[config.mk]
export PLATFORM = sky130hd
export DESIGN_NAME = stopwatch_controller
export DESIGN_NICKNAME = d
export VERILOG_FILES = /design/src/rtl/sw_pkg.sv /design/src/rtl/sec_prescaler.sv /design/src/rtl/stopwatch_controller.sv
export SDC_FILE = /design/constraint.sdc
export NUM_CORES = 1
export LEC_CHECK = 0
export ABC_AREA = 1
export BUFFER_PORTS_ARGS = -buffer_cell sky130_fd_sc_hd__buf_4
export CAP_MARGIN = 20
export CORE_ASPECT_RATIO = 0.75
export CORE_MARGIN = 1
export CORE_UTILIZATION = 52
export DETAILED_ROUTE_END_ITERATION = 8
export PLACE_DENSITY = 0.75
export SLEW_MARGIN = 25
export SYNTH_ARGS = -nofsm -noshare
export SYNTH_HDL_FRONTEND = slang
export SYNTH_SLANG_ARGS = --single-unit
[constraint.sdc]
create_clock -name clk -period 2.6 [get_ports clk]
set_clock_uncertainty 0.15 [all_clocks]
set_input_delay 0.52 -clock clk [delete_from_list [all_inputs] [get_ports clk]]
set_output_delay 0.52 -clock clk [all_outputs]
set_load 0.05 [all_outputs]
[src/rtl/sw_pkg.sv]
// rtl/sw_pkg.sv - shared status codes, state encoding and limits for the stopwatch
// Purpose: types and constants shared by stopwatch_controller and its prescaler.
// Ports: none (package).
package sw_pkg;

  localparam logic [1:0] STATUS_RESET = 2'b00;
  localparam logic [1:0] STATUS_STOP  = 2'b01;
  localparam logic [1:0] STATUS_RUN   = 2'b10;

  // State values equal their status codes so status is a direct decode.
  typedef enum logic [1:0] {
    IDLE  = STATUS_RESET,
    PAUSE = STATUS_STOP,
    RUN   = STATUS_RUN
  } sw_state_e;

  localparam int SEC_MAX_DEF = 59;
  localparam int MIN_MAX_DEF = 99;

endpackage

[src/rtl/sec_prescaler.sv]
// rtl/sec_prescaler.sv - clk-cycle prescaler producing the one-second terminal count
// Purpose: counts enabled cycles 0..TICKS_PER_SEC-1 and flags the terminal count.
// Ports:
//   clk   in  1  clock
//   rst   in  1  synchronous reset, active-low
//   en    in  1  advance the count this cycle
//   clr   in  1  force the count to 0 (wins over en)
//   hold  in  1  stay at the terminal count instead of wrapping (saturation)
//   tc    out 1  count == TICKS_PER_SEC-1 while en is high
module sec_prescaler #(
  parameter int TICKS_PER_SEC = 100
) (
  input  logic clk,
  input  logic rst,
  input  logic en,
  input  logic clr,
  input  logic hold,
  output logic tc
);

  localparam int PW = (TICKS_PER_SEC > 1) ? $clog2(TICKS_PER_SEC) : 1;
  localparam logic [PW-1:0] LAST = PW'(TICKS_PER_SEC - 1);

  logic [PW-1:0] count_q, count_d;

  assign tc = en && (count_q == LAST);

  always_comb begin
    count_d = count_q;
    if (clr) begin
      count_d = '0;
    end else if (en) begin
      if (count_q == LAST) begin
        count_d = hold ? count_q : '0;
      end else begin
        count_d = count_q + 1'b1;
      end
    end
  end

  always_ff @(posedge clk) begin
    if (!rst) begin
      count_q <= '0;
    end else begin
      count_q <= count_d;
    end
  end

endmodule

[src/rtl/stopwatch_controller.sv]
// rtl/stopwatch_controller.sv - mm:ss stopwatch sequencer: buttons, seconds, minute tick
// Purpose: turns start/stop and clear buttons into the counter status, runs the
//          seconds count and emits the minute tick, saturating at MIN_MAX:SEC_MAX.
// Ports:
//   clk         in  1  clock
//   rst         in  1  synchronous reset, active-low
//   start_stop  in  1  start/stop button level
//   clear       in  1  clear button level
//   minutes_in  in  8  minutes value fed back from the minutes counter
//   status      out 2  00 reset, 01 stop, 10 running
//   tick_out    out 1  one-cycle pulse to the minutes counter
//   seconds     out 6  current seconds 0..SEC_MAX
module stopwatch_controller
  import sw_pkg::*;
#(
  parameter int TICKS_PER_SEC = 100,
  parameter int SEC_MAX       = SEC_MAX_DEF,
  parameter int MIN_MAX       = MIN_MAX_DEF
) (
  input  logic       clk,
  input  logic       rst,
  input  logic       start_stop,
  input  logic       clear,
  input  logic [7:0] minutes_in,
  output logic [1:0] status,
  output logic       tick_out,
  output logic [5:0] seconds
);

  localparam logic [5:0] SEC_LAST = 6'(SEC_MAX);
  localparam logic [7:0] MIN_LAST = 8'(MIN_MAX);

  sw_state_e  state_q, state_d;
  logic [5:0] seconds_q, seconds_d;
  logic       tick_q, tick_d;
  logic       start_stop_q, clear_q;

  logic press, clr_evt, sat, pre_en, pre_clr, tc;

  assign press   = start_stop & ~start_stop_q;
  assign clr_evt = clear & ~clear_q;

  // Last second of the last minute: the next TC saturates instead of wrapping.
  assign sat = (seconds_q == SEC_LAST) && (minutes_in >= MIN_LAST);

  // Any button event in RUN suppresses that cycle's TC; clearing the prescaler
  // whenever IDLE keeps it parked at 0 without a separate path.
  assign pre_en  = (state_q == RUN) && !press && !clr_evt;
  assign pre_clr = (state_q == IDLE) || (clr_evt && (state_q != IDLE));

  sec_prescaler #(
    .TICKS_PER_SEC(TICKS_PER_SEC)
  ) u_prescaler (
    .clk (clk),
    .rst (rst),
    .en  (pre_en),
    .clr (pre_clr),
    .hold(sat),
    .tc  (tc)
  );

  always_comb begin
    state_d   = state_q;
    seconds_d = seconds_q;
    tick_d    = 1'b0;
    unique case (state_q)
      IDLE: begin
        seconds_d = '0;
        if (press) state_d = RUN;
      end
      RUN: begin
        if (clr_evt) begin
          state_d   = IDLE;
          seconds_d = '0;
        end else if (press) begin
          state_d = PAUSE;
        end else if (tc) begin
          if (seconds_q != SEC_LAST) begin
            seconds_d = seconds_q + 1'b1;
          end else if (sat) begin
            state_d = PAUSE;
          end else begin
            seconds_d = '0;
            tick_d    = 1'b1;
          end
        end
      end
      PAUSE: begin
        if (clr_evt) begin
          state_d   = IDLE;
          seconds_d = '0;
        end else if (press) begin
          state_d = RUN;
        end
      end
      default: begin
        state_d   = IDLE;
        seconds_d = '0;
      end
    endcase
  end

  always_ff @(posedge clk) begin
    if (!rst) begin
      state_q      <= IDLE;
      seconds_q    <= '0;
      tick_q       <= 1'b0;
      start_stop_q <= 1'b0;
      clear_q      <= 1'b0;
    end else begin
      state_q      <= state_d;
      seconds_q    <= seconds_d;
      tick_q       <= tick_d;
      start_stop_q <= start_stop;
      clear_q      <= clear;
    end
  end

  assign status   = state_q;
  assign tick_out = tick_q;
  assign seconds  = seconds_q;

endmodule
## Word level (Yosys, flattened, before mapping)

Cells that the tools add are included.

- Logic and storage cells: 62
- Flip-flop bits (word level): 18

- Bitwise gates (word level): 7
- Reduce and logical (&&, ||, !) cells: 15
- Magnitude comparators: 1
- Add/subtract/negate cells: 2
- Muxes and demuxes: 18
- Equal/unequal tests: 13

Operators by type and width:

| kind | number |
|---|---|
| 6-bit two-way mux | 6 |
| 2-bit two-way mux | 7 |
| 7-bit two-way mux | 2 |
| 4-bit != test (second input constant) | 3 |
| 6-bit one-hot mux with 2 select lines | 1 |
| 8-bit by 7-bit greater-or-equal comparator with 1-bit output (second input constant) | 1 |
| 7-bit by 1-bit adder with 7-bit output (second input constant) | 1 |
| 7-bit == test (second input constant) | 1 |
| 6-bit by 1-bit adder with 6-bit output (second input constant) | 1 |
| 6-bit == test (second input constant) | 1 |
| 3-bit != test (second input constant) | 2 |
| 6-bit != test (second input constant) | 1 |
| 2-bit one-hot mux with 3 select lines | 1 |
| 6-bit OR reduction | 1 |
| 1-bit logical AND | 5 |
| 1-bit NOT | 5 |
| 2-bit != test (second input constant) | 2 |
| 4-bit by 3-bit != test with 1-bit output (second input constant) | 1 |
| 4-bit AND reduction | 1 |
| 3-bit AND reduction | 1 |
| 1-bit AND | 2 |
| 2-bit by 1-bit == test with 1-bit output (second input constant) | 1 |
| 2-bit == test (second input constant) | 1 |
| 1-bit zero test | 2 |
| 6 further kinds | 6 |

## Depth between registers and ports, before layout

- Depth in word-level cells: 10
- Depth in mapped cells: 10

## Modules after synthesis

Synthesis repeated with hierarchy kept, for this count alone.

- Cells, all modules: 177
- Area total of the unflattened synthesis: 1,147.4 um^2

Modules (own cells, without submodules):

| module | area each (um^2) | instances | cells each | sequential area each (um^2) |
|---|---|---|---|---|
| stopwatch_controller | 656.9 | 1 | 104 | 220.2 |
| sec_prescaler | 490.5 | 1 | 73 | 140.1 |

## Least setup slack after synthesis

OpenSTA, ideal clock, no wires.

- Kind: register to register
- From: reg seconds_q[0], in the netlist seconds[0]
- To: reg state_q[1], in the netlist status[1]
- Period minus slack after synthesis: 1.926 ns
- Path buffers: 0
- Data arrival time: 1.663 ns
- Cell stages (with the launch flop): 9
- Setup time: 0.113 ns
- Slack: 0.674 ns
- Path through: dfxtp_1 > ha_1 > nand3_2 > nor2_4 > nand3_4 > nand2_4 > nand2_8 > o21ai_1 > inv_1

- Word-level cells in the longest chain between the ends: 4
- Elaborated cells on any way between the ends: 6
- Classes of those cells: eq/ne (4); reduce/logical (2)

RTL lines:

| item | line | RTL |
|---|---|---|
| start, declared | stopwatch_controller.sv:34 | `logic [5:0] seconds_q, seconds_d;` |
| start signal, assigned | stopwatch_controller.sv:112 | `seconds_q <= seconds_d;` |
| 6-bit == test | stopwatch_controller.sv:44 | `assign sat = (seconds_q == SEC_LAST) && (minutes_in >= MIN_LAST);` |
| 1-bit logical AND | stopwatch_controller.sv:44 |  |
| 4-bit by 3-bit != test with 1-bit output (no line) | n/a |  |
| 3-bit AND reduction (no line) * | n/a |  |
| end signal, assigned | stopwatch_controller.sv:111 | `state_q <= state_d;` |
| end, declared | stopwatch_controller.sv:33 | `sw_state_e state_q, state_d;` |

Every way passes the cells marked *; elsewhere a longest branch is shown, timed or not.
A chain may end at the register's enable or synchronous reset.

## Final worst setup path

- From: reg seconds_q[4], in the netlist seconds[4]
- To: out seconds[4]

RTL lines:

| item | line | RTL |
|---|---|---|
| end, declared | stopwatch_controller.sv:27 | `output logic [5:0] seconds` |

No word-level cell between the ends.

==> parameters.txt <==
Parameter                              Value

Synthesis
  Fraction of post-synthesis cell area in the top cell type by area    0.307
  Dominant cell by count in the synthesized netlist    nand2_1
  Cell taking the most area after synthesis    dfxtp_1
  Yosys warns    0
  Top cells by area in the synthesized netlist    dfxtp_1, nand2_1, inv_1
  Commonest cells in the netlist    nand2_1, inv_1, nor2_1
  Netlist area before placement    1170 um2
  Syn_nets    177
  Post-synthesis instance total    163
  Ys async rst share    0
  Most used flip-flop cell after synthesis    dfxtp_1
  Number of synthesized flops with an enable pin    0
  Distinct cell type count after synthesis    31
  Portion of the post-synthesis area used by sequential elements    0.307
  Post-Syn Area per Cell    7.21 um2
  Register bit count reported by yosys    18

Place
  Post-place setup slack    901 ps
  HPWL after detailed placement    1910 um
  Final weighted congestion in routability-driven placement    0.893
  I/O Buffers    20
  Cell count after placement    206
  Placement-stage cell area    1350 um2

Run status
  Failing checks    design-rule violations
  Run status    finished with violations

Worst setup path
  Category of the most critical setup path    reg2out
  Family with the most delay on the worst path    flip-flops
  Max Fanout on Critical Path    6
  Data arrival at the endpoint of the critical path    1030 ps
  Slowest cell on crit path    dfxtp_1
  Capturing element type of the critical path    output pin
  Critical path buffer and inverter count    1
  Data required time at the worst endpoint    1930 ps
  Startpoint Class    flop
  Largest stage delay, worst path    470 ps
  Cells along the critical path    buf_4

Global route
  Total routing usage reported by global routing    0.220
  Antenna violations before repair    0
  Vias in the first global route    870
  Met2 demand-to-capacity share in global routing    0.292
  Wire length of the first global-routing pass    4020 um
  GR Overflow Total    0
  Met1 capacity usage during global routing    0.335
  Largest net degree at the start of global routing    11
  Highest-utilization routing layer at the global route stage    met1
  GR Util met3    0.0671

Detailed routing
  Number of search-and-repair iterations in the first detailed-routing pass    6
  Vias per inst    5.30
  Count of antenna-violating nets left after detailed routing    0
  Per-cell routed wire length    12.0 um
  Number of remaining DRC errors    4
  Aggregate routed wire length    2510 um
  First DRT Iteration DRCs    44
  Via count    1,114

Floorplan
  IO Pins    21
  Floorplan die height    43.2 um
  Initial cell density of the core    0.568
  Die width    56.9 um
  Std cell rows    14
  Core region area    2070 um2
  Die area    2460 um2

Pwr
  Relative contribution of the clock network to total power    0.302
  Cell-internal power    0.000414 W
  Ratio of total power to cell area    435 nW/um2
  P_sw    0.000189 W
  Peak supply drop    338 uV
  Sw frac    0.313
  Sequential Power Share    0.490
  Leakage    0.601 nW
  Combinational share of power    0.208

Clock network
  Clk root buf    clkbuf_4
  Worst-skew pair later-pin latency    310 ps
  Clock-pin slew on the worst setup and hold paths    110 ps
  CTS tree    built
  Max Root-Sink Buffers    2
  CTS Hold Bufs    0
  Clock buffers created by TritonCTS    3
  Total clock sinks    18
  Number of cells upsized or downsized after cts    0
  Post-CTS setup buffers    0
  H-tree level count    1

Layout
  Share of final-layout standard cells stronger than drive strength 1    0.285
  Count of inserted antenna diode cells    0
  Non-filler instance count after layout    210
  Final standard cell area without fillers    1390 um2
  Synthesis-to-finish area growth    18.0%
  # nets final    201

Timing
  Maximum achievable frequency    588 MHz
  Final setup violation count    0
  Post-Route Setup TNS    0 ps
  Measured slew at the worst slew-check pin    267 ps
  Fin crit period    1700 ps
  Share of the cycle needed by the critical path after routing    0.655
  Relative slew slack    0.820
  Final number of hold-violating endpoints    0
  Count of pins over their slew limit    0
  Worst path setup slack after routing    898 ps
  Setup repair after global routing missed its margin    no

Flow run
  MaxCap Viol Count    0

Worst hold path
  Path type of the worst min-delay path    in2reg
## final timing paths
path	from	to	slack [ps]	cells past startpoint
worst max-delay path	seconds[4]	seconds[4]	900	1
worst min-delay path	start_stop	start_stop_q	240	3
worst max register to register	u_prescaler.count_q[0]	u_prescaler.count_q[0]	900	8
worst min register to register	u_prescaler.count_q[6]	u_prescaler.count_q[6]	370	2
## registers in the layout, indices dropped and copies added, names as in the netlist
signal,count
start_stop_q,1
status,2
seconds,6
u_prescaler.count_q,7
tick_out,1
clear_q,1
## placed cells by master (no fill, tap or decap), types with 3 or more instances in the layout
| master | n |
|---|---|
| xor2_1 | 3 |
| nand2_2 | 8 |
| nand2_1 | 28 |
| dfxtp_1 | 18 |
| nand2_4 | 4 |
| a21oi_2 | 3 |
| nand3_1 | 16 |
| nor2_4 | 3 |
| nand4_1 | 3 |
| a21oi_1 | 7 |
| clkbuf_4 | 3 |
| inv_1 | 22 |
| nor2_1 | 21 |
| buf_4 | 20 |
## worst min-delay path: stages
cell	delay, ps
buf_4	80
nand2_1	40
inv_1	40
## routing by layer
metal / up-vias / wire [um]
met3: 6 / 239
li1: 570 / -
met5: - / 0
met2: 46 / 1000
met4: 0 / 28
met1: 492 / 1240
## per-stage QoR
step	total power, W	utilization	hold WS [ps]
global placement	0.000425	0.653	333
CTS	0.000610	0.671	225
finish	0.000603	0.671	243
global route	0.000628	0.671	228
detailed placement	0.000427	0.653	354
floorplan	0.000391	-	303
## cell families (layout without fill, tap and decap cells)
family | Yosys count | in the layout | share of synthesized area
xor gates and xnor gates | 3 | 3 | 0.0224
DFF | 18 | 18 | 0.307
and+or+nand+nor | 94 | 94 | 0.447
buffers and inverters | 26 | 49 | 0.0852
adders and majority gates | 2 | 2 | 0.0213
AOI/OAI and AO/OA | 20 | 20 | 0.117
## power groups by stage
| stage | Clock [W] | Sequential (W) | Combinational, W |
|---|---|---|---|
| after floorplan | 0 | 0.000324 | 0.0000668 |
| after global placement | 0 | 0.000301 | 0.000124 |
| after detailed placement | 0 | 0.000301 | 0.000125 |
| after CTS | 0.000189 | 0.000295 | 0.000126 |
| after global routing | 0.000194 | 0.000297 | 0.000136 |
| final | 0.000182 | 0.000296 | 0.000126 |
## layout make-up
type | count | area [um2]
fill | 180 | 681
tap | 24 | 30.0
inverter | 25 | 95.1
clock buffer | 4 | 36.3
timing repair buffer | 20 | 150
multi-input combinational | 119 | 714
sequential | 18 | 360
No activity file was read; power rests on OpenSTA's default activity.
